<file path="src/rtl/alu_seq.sv">
// ============================================================================
// Module   : alu_seq
// Purpose  : Multi-cycle sequencer computing 32-bit unsigned MUL (low word),
//            DIVU and REMU by driving an external add/sub/or/and ALU once per
//            cycle (shift-add multiply, restoring divide).
// Revision : 1.0 - initial release
//
// Build option:
//   ALU_SEQ_ZERO_SKIP_EN - when defined, MUL finishes as soon as no multiplier
//                          bits remain, and a zero divisor or zero multiplier
//                          goes straight to DONE. Results are identical.
//
// Ports:
//   clk           in   clock, rising edge
//   rst_n         in   synchronous active-low reset
//   req_valid_i   in   request valid
//   req_ready_o   out  request accepted when valid & ready (IDLE only)
//   req_op_i      in   00 MUL, 01 MUL (reserved), 10 DIVU, 11 REMU
//   req_a_i       in   multiplicand / dividend
//   req_b_i       in   multiplier / divisor
//   resp_valid_o  out  result valid (DONE)
//   resp_ready_i  in   consumer accepts result when valid & ready
//   resp_data_o   out  result, zero outside DONE
//   busy_o        out  high in CALC and DONE
//   alu_srca_o    out  ALU operand A
//   alu_srcb_o    out  ALU operand B
//   alu_ctrl_o    out  ALU op (00 add, 01 sub)
//   alu_result_i  in   ALU result, combinational on alu_* outputs
// ============================================================================
`default_nettype none

module alu_seq (
  input  logic        clk,
  input  logic        rst_n,
  input  logic        req_valid_i,
  output logic        req_ready_o,
  input  logic [1:0]  req_op_i,
  input  logic [31:0] req_a_i,
  input  logic [31:0] req_b_i,
  output logic        resp_valid_o,
  input  logic        resp_ready_i,
  output logic [31:0] resp_data_o,
  output logic        busy_o,
  output logic [31:0] alu_srca_o,
  output logic [31:0] alu_srcb_o,
  output logic [1:0]  alu_ctrl_o,
  input  logic [31:0] alu_result_i
);

  typedef enum logic [1:0] {
    S_IDLE = 2'd0,
    S_CALC = 2'd1,
    S_DONE = 2'd2
  } state_t;

  state_t      state;
  logic [1:0]  op;
  logic [31:0] acc;   // MUL accumulator, or partial remainder for DIV/REM
  logic [31:0] m;     // shifted multiplicand
  logic [31:0] q;     // multiplier (MUL) or dividend/quotient shift register
  logic [31:0] d;     // divisor
  logic [4:0]  cnt;

  logic        is_div;
  logic [31:0] div_s;
  logic        div_c;
  logic        div_ok;
  logic [31:0] q_shr;
  logic        last;

  assign is_div = op[1];

  // Next partial remainder candidate: shift in the next dividend bit.
  assign div_s = {acc[30:0], q[31]};

  // Carry-out of s + ~d + 1, rebuilt from the MSBs since the ALU exposes only
  // the 32-bit sum: set when s >= d.
  assign div_c  = (div_s[31] & ~d[31]) | ((div_s[31] | ~d[31]) & ~alu_result_i[31]);
  // A set acc[31] means the true 33-bit partial remainder exceeds any divisor.
  assign div_ok = acc[31] | div_c;

  assign q_shr = {1'b0, q[31:1]};

`ifdef ALU_SEQ_ZERO_SKIP_EN
  assign last = (cnt == 5'd31) || (!is_div && (q_shr == 32'd0));
`else
  assign last = (cnt == 5'd31);
`endif

  // ALU drive: idle/done states present zeros and an add.
  always_comb begin
    alu_srca_o = 32'd0;
    alu_srcb_o = 32'd0;
    alu_ctrl_o = 2'b00;
    if (state == S_CALC) begin
      if (is_div) begin
        alu_srca_o = div_s;
        alu_srcb_o = d;
        alu_ctrl_o = 2'b01;
      end else begin
        alu_srca_o = acc;
        alu_srcb_o = q[0] ? m : 32'd0;
        alu_ctrl_o = 2'b00;
      end
    end
  end

  // DIVU returns the quotient register; MUL and REMU share acc.
  always_comb begin
    resp_data_o = 32'd0;
    if (state == S_DONE)
      resp_data_o = (op == 2'b10) ? q : acc;
  end

  always_ff @(posedge clk) begin
    if (!rst_n) begin
      state        <= S_IDLE;
      op           <= 2'b00;
      acc          <= 32'd0;
      m            <= 32'd0;
      q            <= 32'd0;
      d            <= 32'd0;
      cnt          <= 5'd0;
      req_ready_o  <= 1'b1;
      resp_valid_o <= 1'b0;
      busy_o       <= 1'b0;
    end else begin
      case (state)
        S_IDLE: begin
          if (req_valid_i) begin
            op          <= req_op_i;
            cnt         <= 5'd0;
            req_ready_o <= 1'b0;
            busy_o      <= 1'b1;
            state       <= S_CALC;
            if (req_op_i[1]) begin
              acc <= 32'd0;
              m   <= 32'd0;
              q   <= req_a_i;
              d   <= req_b_i;
`ifdef ALU_SEQ_ZERO_SKIP_EN
              if (req_b_i == 32'd0) begin
                acc          <= req_a_i;
                q            <= 32'hFFFF_FFFF;
                state        <= S_DONE;
                resp_valid_o <= 1'b1;
              end
`endif
            end else begin
              acc <= 32'd0;
              m   <= req_a_i;
              q   <= req_b_i;
              d   <= 32'd0;
`ifdef ALU_SEQ_ZERO_SKIP_EN
              if (req_b_i == 32'd0) begin
                state        <= S_DONE;
                resp_valid_o <= 1'b1;
              end
`endif
            end
          end
        end

        S_CALC: begin
          cnt <= cnt + 5'd1;
          if (is_div) begin
            acc <= div_ok ? alu_result_i : div_s;
            q   <= {q[30:0], div_ok};
          end else begin
            acc <= alu_result_i;
            m   <= {m[30:0], 1'b0};
            q   <= q_shr;
          end
          if (last) begin
            state        <= S_DONE;
            resp_valid_o <= 1'b1;
          end
        end

        S_DONE: begin
          if (resp_ready_i) begin
            state        <= S_IDLE;
            resp_valid_o <= 1'b0;
            busy_o       <= 1'b0;
            req_ready_o  <= 1'b1;
          end
        end

        default: begin
          state        <= S_IDLE;
          req_ready_o  <= 1'b1;
          resp_valid_o <= 1'b0;
          busy_o       <= 1'b0;
        end
      endcase
    end
  end

endmodule

`default_nettype wire

</file>
<file path="config.mk">
export PLATFORM = sky130hd
export DESIGN_NAME = alu_seq
export DESIGN_NICKNAME = d
export VERILOG_FILES = /design/src/rtl/alu_seq.sv
export SDC_FILE = /design/constraint.sdc
export NUM_CORES = 1
export LEC_CHECK = 0
export CORE_MARGIN = 2
export CORE_UTILIZATION = 51
export CTS_CLUSTER_DIAMETER = 80
export DETAILED_ROUTE_END_ITERATION = 16
export DONT_BUFFER_PORTS = 1
export GPL_TIMING_DRIVEN = 0
export PLACE_DENSITY = 0.66
export REMOVE_ABC_BUFFERS = 1
export SKIP_CTS_REPAIR_TIMING = 1
export SKIP_LAST_GASP = 1
export SLEW_MARGIN = 20
export SYNTH_ARGS = -nofsm -noshare
export SYNTH_HDL_FRONTEND = slang
export SYNTH_SLANG_ARGS = --single-unit
export TNS_END_PERCENT = 30
</file>
<file path="constraint.sdc">
create_clock -name clk -period 4.55 [get_ports clk]
set_input_delay 0.455 -clock clk [delete_from_list [all_inputs] [get_ports clk]]
set_output_delay 0.455 -clock clk [all_outputs]
set_load 0.02 [all_outputs]
</file>
=== Yosys cells after proc, flatten, opt, wreduce, memory -nomap -nowiden ===
Index checks and enable logic that the tools add are counted.

* Bits in read-only memories: 0
* Output and inout port bits: 101
* Memories kept: 0
* Logic and storage cells: 72
* Bits in latches: 0
* Bits in writable memories: 0
* Bits in registers: 140
* Input port bits: 102

* Equal/unequal tests: 8
* Magnitude comparators: 0
* Bitwise gates (word level): 9
* Multiplexer cells: 36
* Shift-type cells: 0
* Add/subtract/negate cells: 1
* Div/mod/pow operators: 0
* $mul: 0
* Reduce and logical (&&, ||, !) cells: 8

{| class="wikitable"
|+ Operators with widths
! operator !! number
|-
| $mux 32 || 17
|-
| $pmux 32 s2 || 3
|-
| $reduce_and 3->1 || 4
|-
| $pmux 5 s2 || 1
|-
| $pmux 1 s3 || 3
|-
| $ne 2x2->1 const B || 4
|-
| $mux 1 || 7
|-
| $mux 2 || 3
|-
| $pmux 2 s3 || 1
|-
| $add 5x1->5 const B || 1
|-
| $eq 5x5->1 const B || 1
|-
| $mux 5 || 1
|-
| $eq 2x2->1 const B || 2
|-
| $not 1->1 || 4
|-
| $reduce_and 2->1 || 2
|-
| $or 1x1->1 || 3
|-
| $and 1x1->1 || 2
|-
| $eq 2x1->1 const B || 1
|-
| $logic_not 2->1 || 1
|-
| $reduce_bool 2->1 || 1
|}

=== Depth between registers and ports, before layout ===
Gate-level depths: netlist of the first run.

* Depth in word-level cells: 8
* Gate-level depth with buffers: 7
* Gate-level depth less buffers: 6

=== Worst setup path after synthesis of the first run ===
No wires, ideal clock.

* Path type: reg-to-output
* Start: register op[1]
* End: output port resp_data_o[11]
* Buffers on the path: 3
* Data arrival time: 1.456 ns
* Path slack: 2.639 ns
* Cell stages (with the launch flop): 7
* Required time: 4.095 ns
* Cell sequence: dfxtp_1 buf_2 buf_4 nand2b_1 clkbuf_1 nand2_1 a21oi_1

* Longest elaborated chain between the ends: 3

{| class="wikitable"
|+ Ends and longest elaborated chain
! what !! line !! RTL
|-
| from (decl) || 57 || <nowiki>logic [1:0] op;</nowiki>
|-
| from (signal assigned) || 131 || <nowiki>op <= req_op_i;</nowiki>
|-
| $eq 2x2->1 || 112 || <nowiki>resp_data_o = (op == 2'b10) ? q : acc;</nowiki>
|-
| $mux 32 || 112 ||
|-
| $mux 32 || 111 || <nowiki>if (state == S_DONE)</nowiki>
|-
| to (decl) || 42 || <nowiki>output logic [31:0] resp_data_o,</nowiki>
|}

No other way between the ends.

=== Final worst setup path of the first run ===
* Start: register state[0]
* End: output port alu_srcb_o[9]

* Longest elaborated chain between the ends: 2

{| class="wikitable"
|+ Ends and longest elaborated chain
! what !! line !! RTL
|-
| from (decl) || 56 || <nowiki>state_t state;</nowiki>
|-
| from (signal assigned) || 117 || <nowiki>state <= S_IDLE;</nowiki>
|-
| from (signal assigned) || 135 || <nowiki>state <= S_CALC;</nowiki>
|-
| from (signal assigned) || 175 || <nowiki>state <= S_DONE;</nowiki>
|-
| $eq 2x1->1 || 95 || <nowiki>if (state == S_CALC) begin</nowiki>
|-
| $mux 32 || 95 ||
|-
| to (decl) || 45 || <nowiki>output logic [31:0] alu_srcb_o,</nowiki>
|}

No other way between the ends.

==> results of run 1 <==
[worst reg2reg max path: stages (launching register included)]
cell	delay, ns
dfxtp_2	0.89
and2b_2	0.68
nand2_1	0.22
nor3_4	0.55
buf_8	0.25
a221o_1	0.16
[final timing paths]
path,slack [ns],from,depth (start not counted),end
max,0.94,state[0],5,alu_srcb_o[9]
min,0.17,alu_result_i[1],1,acc[1]
max reg2reg,1.75,state[0],5,acc[8]
min reg2reg,0.45,d[16],2,d[16]
[metal layers]
layer,GRT usage,up-vias,part of all wire
met3,0.0790,29,0.088
met5,0,-,0
met4,0.0882,0,0.021
met2,0.413,272,0.46
li1,-,3250,-
met1,0.350,3240,0.43
[cell usage in the layout, fill, tap and decap left out, drive strengths merged]
cell and instances:
dfxtp 140, nand2 139, mux2i 94, nand3 65, nor2 46, a21oi 44, a21boi 36, and2 35
a22o 32, o211a 32, nand3b 31, a221o 31, a22oi 25, o221a 25, clkbuf 20, o21ai 13
buf 12, nor3 8, nand2b 8, nor2b 6, clkinv 5, clkinvlp 4, and3 3, inv 3
bufinv 3, nor3b 3, ha 2, o21ba 2, and2b 1, maj3 1, mux2 1, o32ai 1
o211ai 1, and3b 1, a32oi 1, conb 1
[cell families (layout without fill, tap and decap cells)]
logic type | after synthesis | after routing | synth area share
DFF | 140 | 140 | 0.354
AOI/OAI and AO/OA | 243 | 243 | 0.251
buffers and inverters | 102 | 47 | 0.0595
and+or+nand+nor | 346 | 346 | 0.211
adders and majority gates | 3 | 3 | 0.00458
other | 1 | 1 | 0.000473
muxes | 95 | 95 | 0.120
[metrics by stage]
step | setup WS (ns) | instances | hold slack, ns | total power (W)
2_1_floorplan | 0.0220 | 831 | 0.431 | 0.00172
3_3_place_gp | -2.21 | 1019 | 0.437 | 0.00182
3_5_place_dp | 1.36 | 1031 | 0.447 | 0.00186
4_1_cts | 0.891 | 1063 | 0.114 | 0.00327
5_1_grt | 0.744 | 1063 | 0.142 | 0.00338
6_report | 0.941 | 1063 | 0.170 | 0.00326
[power groups by stage]
stage	clock (W)	combinational (W)	sequential [W]
6_report	0.00142	0.000424	0.00141
3_3_place_gp	0	0.000377	0.00144
3_5_place_dp	0	0.000422	0.00144
2_1_floorplan	0	0.000306	0.00141
5_1_grt	0.00150	0.000464	0.00143
4_1_cts	0.00144	0.000426	0.00141
[area by class of cell]
class                           count  area (um2)  share of cell area
Clock buffer                       20         457              0.0530
Clock inverter                     12         145              0.0168
Inverter                            3        11.3             0.00131
Multi-Input combinational cell    688        4710               0.546
Sequential cell                   140        2810               0.326
Tap cell                          188         235              0.0273
Timing Repair Buffer               12         254              0.0295
[registers in the layout, summed over array words and instances, names as in the netlist]
register and count:
acc 32, busy_o 1, cnt 5, d 32, m 32, op 2
q 32, req_ready_o 1, resp_valid_o 1, state 2
==> flow_summary.ini, run 1 <==
[global_routing]
grt_antenna_before_repair = 0
overflow = 0
grt_pass1_vias = 6496
grtUsageTotal = 0.264
grt_pass1_wl_mm = 34.7
grt_max_degree = 112

[setup_path]
max_stage_delay_ns = 0.89
cp_slowest_cell = dfxtp_2
arrival_ns = 3.15
path_delay_family = simple AND/OR/NAND/NOR gates
cp.buffers_inverters = 2
critPathRequiredTime_ns = 4.09
startpoint_type = flop
path_cells = nand2b_4 -> buf_12 -> nor3b_4 -> buf_8 -> a22o_1
endpoint_kind = output pin
crit_type = flop to output pin
path_max_fanout = 45

[floorplan]
num_io_pins = 203
core_um2 = 15200
fp.dieArea_um2 = 16600
die_y_um = 129
initial_core_util = 0.521
std_cell_rows = 45
die_x_um = 129

[drt]
drc_errors = 0
drtIter0Drc = 468
firstDrtPassIters = 5
wl_per_cell_um = 21.5
finalWirelength_mm = 22.9
vias = 6791
via_per_inst = 6.39
drtAntennaViolNets = 0

[cells_and_area]
fillCellCount = 1364
fin_area_um2 = 8620
fin_util = 0.567
drive_gt1_frac = 0.101
antenna_cells = 0
area_growth_pct = 8.79
finalNetCount = 966

[yosys]
synth_top_area_frac = 0.354
yosys_most_used_dff = dfxtp_1
synth_top_cell_by_area = dfxtp_1
avgSynthCellArea_um2 = 8.52
synth_edf_count = 0
syn_area_um2 = 7930
ys_top_cells_by_count = dfxtp_1, nand2_1, mux2i_1
syn_inst = 930
synth_seq_cells = 140
yosysSeqAreaShare = 0.354
ys_top_cells_by_area = dfxtp_1, mux2i_1, nand2_1
synth_async_sr_flop_share = 0
ys_warn_count = 0
yosysUniqueCellTypes = 42
yosysMostFrequentCell = dfxtp_1

[cts]
cts.clk_slew.worst_paths_ns = 0.06
cts_buffers = 17
cts.sinks = 140
clk_path_buf_depth = 2
cts_tree = built
htreeDepth = 4
clk_latency_ns = 0.42
clock-root-buffer = clkbuf_16

[placed_design]
numPortBuffers = 0
placed_area_um2 = 8020
place_congestion = 0.917
dpl.hpwl_mm = 15.2

[timing]
final.min_clock_period_ns = 3.61
final-hold-violation-count = 0
tightest_slew_ns = 0.856
setup_tns_ns = 0
clock_skew_ns = 0.00702
relSlewSlack = 0.429
final_max_slew_viol_count = 0
max_freq_ghz = 0.277
setup_viol = 0
period_share = 0.793
rsz0062_at_grt = no

[power_and_ir_drop]
leakagePower_nw = 3.32
clkPwrFrac = 0.436
p_switching_w = 0.000863
power_frac_comb = 0.130
intPower_w = 0.00239
switching_share = 0.265
vdd_drop_max_v = 0.000281
power_density_nw_per_um2 = 378
pwr-share-seq = 0.434

[run]
drv_cap = 0

[run_status]
run_status = completed

[worst_hold_path]
hold_class = input port to flop
Power figures use the tool's default switching activity.
==> run 2: changes to the inputs <==
--- a/config.mk
+++ b/config.mk
@@ -11,7 +11,7 @@
 export DETAILED_ROUTE_END_ITERATION = 16
 export DONT_BUFFER_PORTS = 1
 export GPL_TIMING_DRIVEN = 0
-export PLACE_DENSITY = 0.66
+export PLACE_DENSITY = 0.69
 export REMOVE_ABC_BUFFERS = 1
 export SKIP_CTS_REPAIR_TIMING = 1
 export SKIP_LAST_GASP = 1
==> constraint.sdc (replaced) <==
create_clock -name clk -period 3 [get_ports clk]
set_input_delay 0.3 -clock clk [delete_from_list [all_inputs] [get_ports clk]]
set_output_delay 0.3 -clock clk [all_outputs]
set_load 0.02 [all_outputs]
==> flow_summary.ini, run 2 (synthesized netlist as in run 1, its figures left out) <==
[drt]
drc_errors = 0
via_per_inst = 6.30
drtIter0Drc = 483
drtAntennaViolNets = 0
finalWirelength_mm = 22.2
firstDrtPassIters = 5
vias = 6739
wl_per_cell_um = 20.8

[cells_and_area]
finalNetCount = 972
fillCellCount = 1380
area_growth_pct = 9.27
antenna_cells = 0
drive_gt1_frac = 0.101
fin_util = 0.570
final_cell_mix = nand2_1, dfxtp_1, mux2i_1
fin_area_um2 = 8660
final_common_cell = nand2_1

[global_routing]
grt_antenna_before_repair = 0
grt_pass1_vias = 6130
grtUsageTotal = 0.254
grt_max_degree = 112
overflow = 0
grt_pass1_wl_mm = 33.3

[timing]
final-hold-violation-count = 0
relSlewSlack = 0.417
tightest_slew_ns = 0.874
setup_viol = 0
max_freq_ghz = 0.348
rsz0062_at_grt = yes
period_share = 0.959
final.min_clock_period_ns = 2.88
clock_skew_ns = 0.00727
final_max_slew_viol_count = 0

[power_and_ir_drop]
vdd_drop_max_v = 0.000435
leakagePower_nw = 3.33
power_density_nw_per_um2 = 557

[placed_design]
place_congestion = 0.832
dpl.hpwl_mm = 14.4
numPortBuffers = 0
placed_area_um2 = 8020

[cts]
cts.sinks = 140
clk_latency_ns = 0.42
clock-root-buffer = clkbuf_16
cts_buffers = 17
clk_path_buf_depth = 2
cts.clk_slew.worst_paths_ns = 0.06
cts_tree = built
htreeDepth = 4

[floorplan]
initial_core_util = 0.521
num_io_pins = 203
fp.dieArea_um2 = 16600
die_y_um = 129
std_cell_rows = 45
die_x_um = 129
core_um2 = 15200

[setup_path]
path_max_fanout = 38
endpoint_kind = output pin
startpoint_type = flop
crit_type = flop to output pin
critPathRequiredTime_ns = 2.70
arrival_ns = 2.58
path_cells = nor2b_4 -> nand2_1 -> a21oi_1
cp_slowest_cell = dfxtp_4
r2r_slack_ns = 0.64
max_stage_delay_ns = 0.77

[worst_hold_path]
hold_class = input port to flop

[run_status]
run_status = completed

[run]
drv_cap = 0
-- run 2: cell count changes in the layout (fill, tap and decap cells not counted), sizes merged --
cell and change:
bufinv -1, buf +1, dlygate4sd3 +5, clkbuf -1, clkinv +2
-- run 2: final cells by class --
type | instances | area, um2 | share of cell area
clock buffers | 19 | 443 | 0.0511
multi-input cells | 688 | 4710 | 0.544
well taps | 188 | 235 | 0.0272
repair buffers | 18 | 319 | 0.0368
flip-flops and latches | 140 | 2810 | 0.325
clock inverters | 13 | 125 | 0.0144
inverters | 3 | 11.3 | 0.00130
-- run 2: path summary, 6_finish.rpt --
path                                        from               to  depth (start not counted)
worst max-delay path                       op[1]  resp_data_o[20]                          3
worst min-delay path            alu_result_i[30]          acc[30]                          1
worst max register to register          state[1]          acc[14]                          5
worst min register to register             d[27]            d[27]                          2
-- run 2: routing by layer --
| metal | part of all wire | track usage |
|---|---|---|
| met5 | 0 | 0 |
| met4 | 0.025 | 0.0914 |
| met3 | 0.076 | 0.0699 |
| met2 | 0.45 | 0.379 |
| met1 | 0.45 | 0.352 |
-- run 2: critical path: cells and delay by family (launching register included) --
| family | cells | cell delay, ns |
|---|---|---|
| simple gates | 2 | 0.90 |
| compound gates | 1 | 0.47 |
| flops | 1 | 0.77 |
-- run 2: where the power goes --
group / total, W / switching [W] / internal [W]
Clock: 0.00204 / 0.000807 / 0.00123
Combinational: 0.000646 / 0.000344 / 0.000302
Sequential: 0.00214 / 0.000148 / 0.00199
Total: 0.00482 / 0.00130 / 0.00353
-- run 2: per-stage QoR --
stage | setup WS, ns | hold slack (ns) | setup TNS (ns) | power, W | cells
after detailed placement | 0.0776 | 0.397 | 0 | 0.00281 | 1031
after global routing | -0.0293 | 0.00164 | -0.0969 | 0.00502 | 1069
final | 0.124 | 0.0229 | 0 | 0.00482 | 1069
after floorplan | -1.37 | 0.376 | -152.92 | 0.00261 | 831
after global placement | -3.66 | 0.391 | -484.65 | 0.00276 | 1019
after CTS | -0.376 | -0.0416 | -9.36 | 0.00484 | 1063
==> run 3: changes to the inputs <==
--- a/config.mk
+++ b/config.mk
@@ -5,6 +5,7 @@
 export SDC_FILE = /design/constraint.sdc
 export NUM_CORES = 1
 export LEC_CHECK = 0
+export ABC_AREA = 1
 export CORE_MARGIN = 2
 export CORE_UTILIZATION = 51
 export CTS_CLUSTER_DIAMETER = 80
==> constraint.sdc (replaced) <==
create_clock -name clk -period 2.6 [get_ports clk]
set_input_delay 0.26 -clock clk [delete_from_list [all_inputs] [get_ports clk]]
set_output_delay 0.26 -clock clk [all_outputs]
set_load 0.02 [all_outputs]
==> flow_summary.ini, run 3 <==
[cells_and_area]
antenna_cells = 0
multi_input_area_um2 = 4330
fin_util = 0.604
finalNetCount = 1305
final-seq-area_um2 = 2810
area_growth_pct = 16.0
fin_area_um2 = 9180
fillCellCount = 1441
drive_gt1_frac = 0.0931
final_common_cell = nand2_1
fin_cells = 1402
final_cell_mix = nand2_1, a21oi_1, inv_1

[setup_path]
crit_type = flop to output pin
startpoint_type = flop
cp.buffers_inverters = 2
critPathRequiredTime_ns = 2.34
path_cells = inv_2 -> nor2_4 -> buf_12 -> o21ai_0 -> a21oi_1
path_delay_family = compound AO/OA/AOI/OAI gates
cp_slowest_cell = dfxtp_2
max_stage_delay_ns = 0.58
path_max_fanout = 42
endpoint_kind = output pin
arrival_ns = 2.41

[yosys]
ys_top_cells_by_count = nand2_1, a21oi_1, inv_1
synth_xor_area_frac = 0
synthSimpleGateAreaFrac = 0.226
avgSynthCellArea_um2 = 6.40
syn_inst = 1236
yosys_most_used_dff = dfxtp_1
synth-compound-area-share = 0.280
synth_top_area_frac = 0.354
synth.area.mux_share = 0
syn_area_um2 = 7910
synth_top_cell_by_area = dfxtp_1
synth_async_sr_flop_share = 0
ys_top_cells_by_area = dfxtp_1, nand2_1, a21oi_1
synth_seq_cells = 140
synth_fa_ha_area_frac = 0.00316
ys_warn_count = 0
synth_top_family_by_area = compound AO/OA/AOI/OAI gates
synth_edf_count = 0
yosysMostFrequentCell = nand2_1
yosysSeqAreaShare = 0.354
yosysUniqueCellTypes = 28

[power_and_ir_drop]
switching_share = 0.297
p_switching_w = 0.00174
power_frac_comb = 0.176
vdd_drop_max_v = 0.000514
leakagePower_nw = 3.61
pwr-share-seq = 0.416
power_density_nw_per_um2 = 638
clkPwrFrac = 0.408
intPower_w = 0.00412

[timing]
relSlewSlack = 0.445
tightest_slew_ns = 0.833
clock_skew_ns = 0.00657
final_max_slew_viol_count = 0
timing.final.ws_setup_ns = -0.0658
period_share = 1.03
max_freq_ghz = 0.375
rsz0062_at_grt = yes
setup_viol = 7
hold_ws_ns = -0.0316
final.min_clock_period_ns = 2.67
final-hold-violation-count = 23

[cts]
cts_buffers = 17
cts_tree = built
clk_path_buf_depth = 2
cts.clk_slew.worst_paths_ns = 0.06
clk_latency_ns = 0.43
clock-root-buffer = clkbuf_16
htreeDepth = 4
cts.sinks = 140

[run]
drv_cap = 0

[drt]
drtIter0Drc = 783
finalWirelength_mm = 26.7
drtAntennaViolNets = 0
drc_errors = 0
vias = 8191
via_per_inst = 5.84
wl_per_cell_um = 19.0
firstDrtPassIters = 5

[global_routing]
grtUsageTotal = 0.292
grt_antenna_before_repair = 0
grt_pass1_wl_mm = 37.9
overflow = 0
grt_pass1_vias = 7128
grt_max_degree = 89

[run_status]
run_status = finished with violations
violations = hold timing, setup timing

[floorplan]
die_y_um = 129
fp.dieArea_um2 = 16500
std_cell_rows = 45
num_io_pins = 203
initial_core_util = 0.520
core_um2 = 15200
die_x_um = 129

[placed_design]
dpl.hpwl_mm = 16.0
post-place-ws_ns = -0.679
placed_area_um2 = 7980
dp.cells = 1335
numPortBuffers = 0
place_congestion = 0.838

[worst_hold_path]
hold_class = input port to flop
-- run 3: cell count changes after synthesis, moves of 27 or more --
| cell | change |
|---|---|
| a21oi_1 | +120 |
| a221o_1 | -31 |
| a22o_1 | -32 |
| and2_1 | -35 |
| inv_1 | +157 |
| mux2i_1 | -94 |
| nand2_1 | +132 |
| nand3_1 | +61 |
| nand3b_1 | -31 |
| o211a_1 | -32 |
| o211ai_1 | +31 |
| o21ai_0 | +94 |
| o21ai_1 | +27 |
| o22ai_1 | +33 |
-- run 3: final timing paths --
kind | startpoint | endpoint | slack [ns] | cells past startpoint
worst max-delay path | op[1] | resp_data_o[16] | -0.07 | 5
worst min register to register | acc[0] | acc[0] | 0.46 | 2
worst min-delay path | rst_n | m[14] | -0.03 | 2
worst max register to register | state[1] | q[8] | 0.04 | 7
-- run 3: per-layer routing --
layer  vias up  track usage  share of wire
met4         0        0.103          0.023
met2       347        0.458           0.46
met5         -            0              0
met1      3783        0.393           0.44
li1       4008            -              -
met3        53       0.0707          0.079
-- run 3: area by class of cell --
cell class / count / share of cell area
repair buffers: 40 / 0.0624
clock buffers: 26 / 0.0566
flip-flops and latches: 140 / 0.306
multi-input cells: 832 / 0.471
clock inverters: 6 / 0.00627
well taps: 188 / 0.0256
repair inverters: 2 / 0.00164
inverters: 168 / 0.0704
-- run 3: cells by family after synthesis --
| group | after synthesis |
|---|---|
| flops | 140 |
| compound gates | 398 |
| buf+inv | 267 |
| simple gates | 428 |
| fa+ha+maj | 2 |
| other cells | 1 |
-- run 3: worst reg2reg max path, cell delays in order (launching register included) --
cell and delay, ns:
dfxtp_1 0.52, nor2_1 0.13, nand2_2 0.42, nand2_2 0.32
inv_4 0.68, a21oi_1 0.21, o21ai_0 0.12, inv_1 0.05
-- run 3: through the flow --
stage,setup TNS (ns),total power (W)
after global placement,-357.11,0.00330
after detailed placement,-33.42,0.00337
after global routing,-6.72,0.00608
after CTS,-66.49,0.00573
final,-0.175,0.00586
after floorplan,-59.56,0.00306
-- run 3: power by group through the flow --
| stage | combinational [W] | clock (W) | sequential, W |
|---|---|---|---|
| 2_1_floorplan | 0.000614 | 0 | 0.00245 |
| 3_3_place_gp | 0.000827 | 0 | 0.00247 |
| 3_5_place_dp | 0.000896 | 0 | 0.00247 |
| 4_1_cts | 0.000899 | 0.00240 | 0.00243 |
| 5_1_grt | 0.00113 | 0.00250 | 0.00246 |
| 6_report | 0.00103 | 0.00239 | 0.00244 |
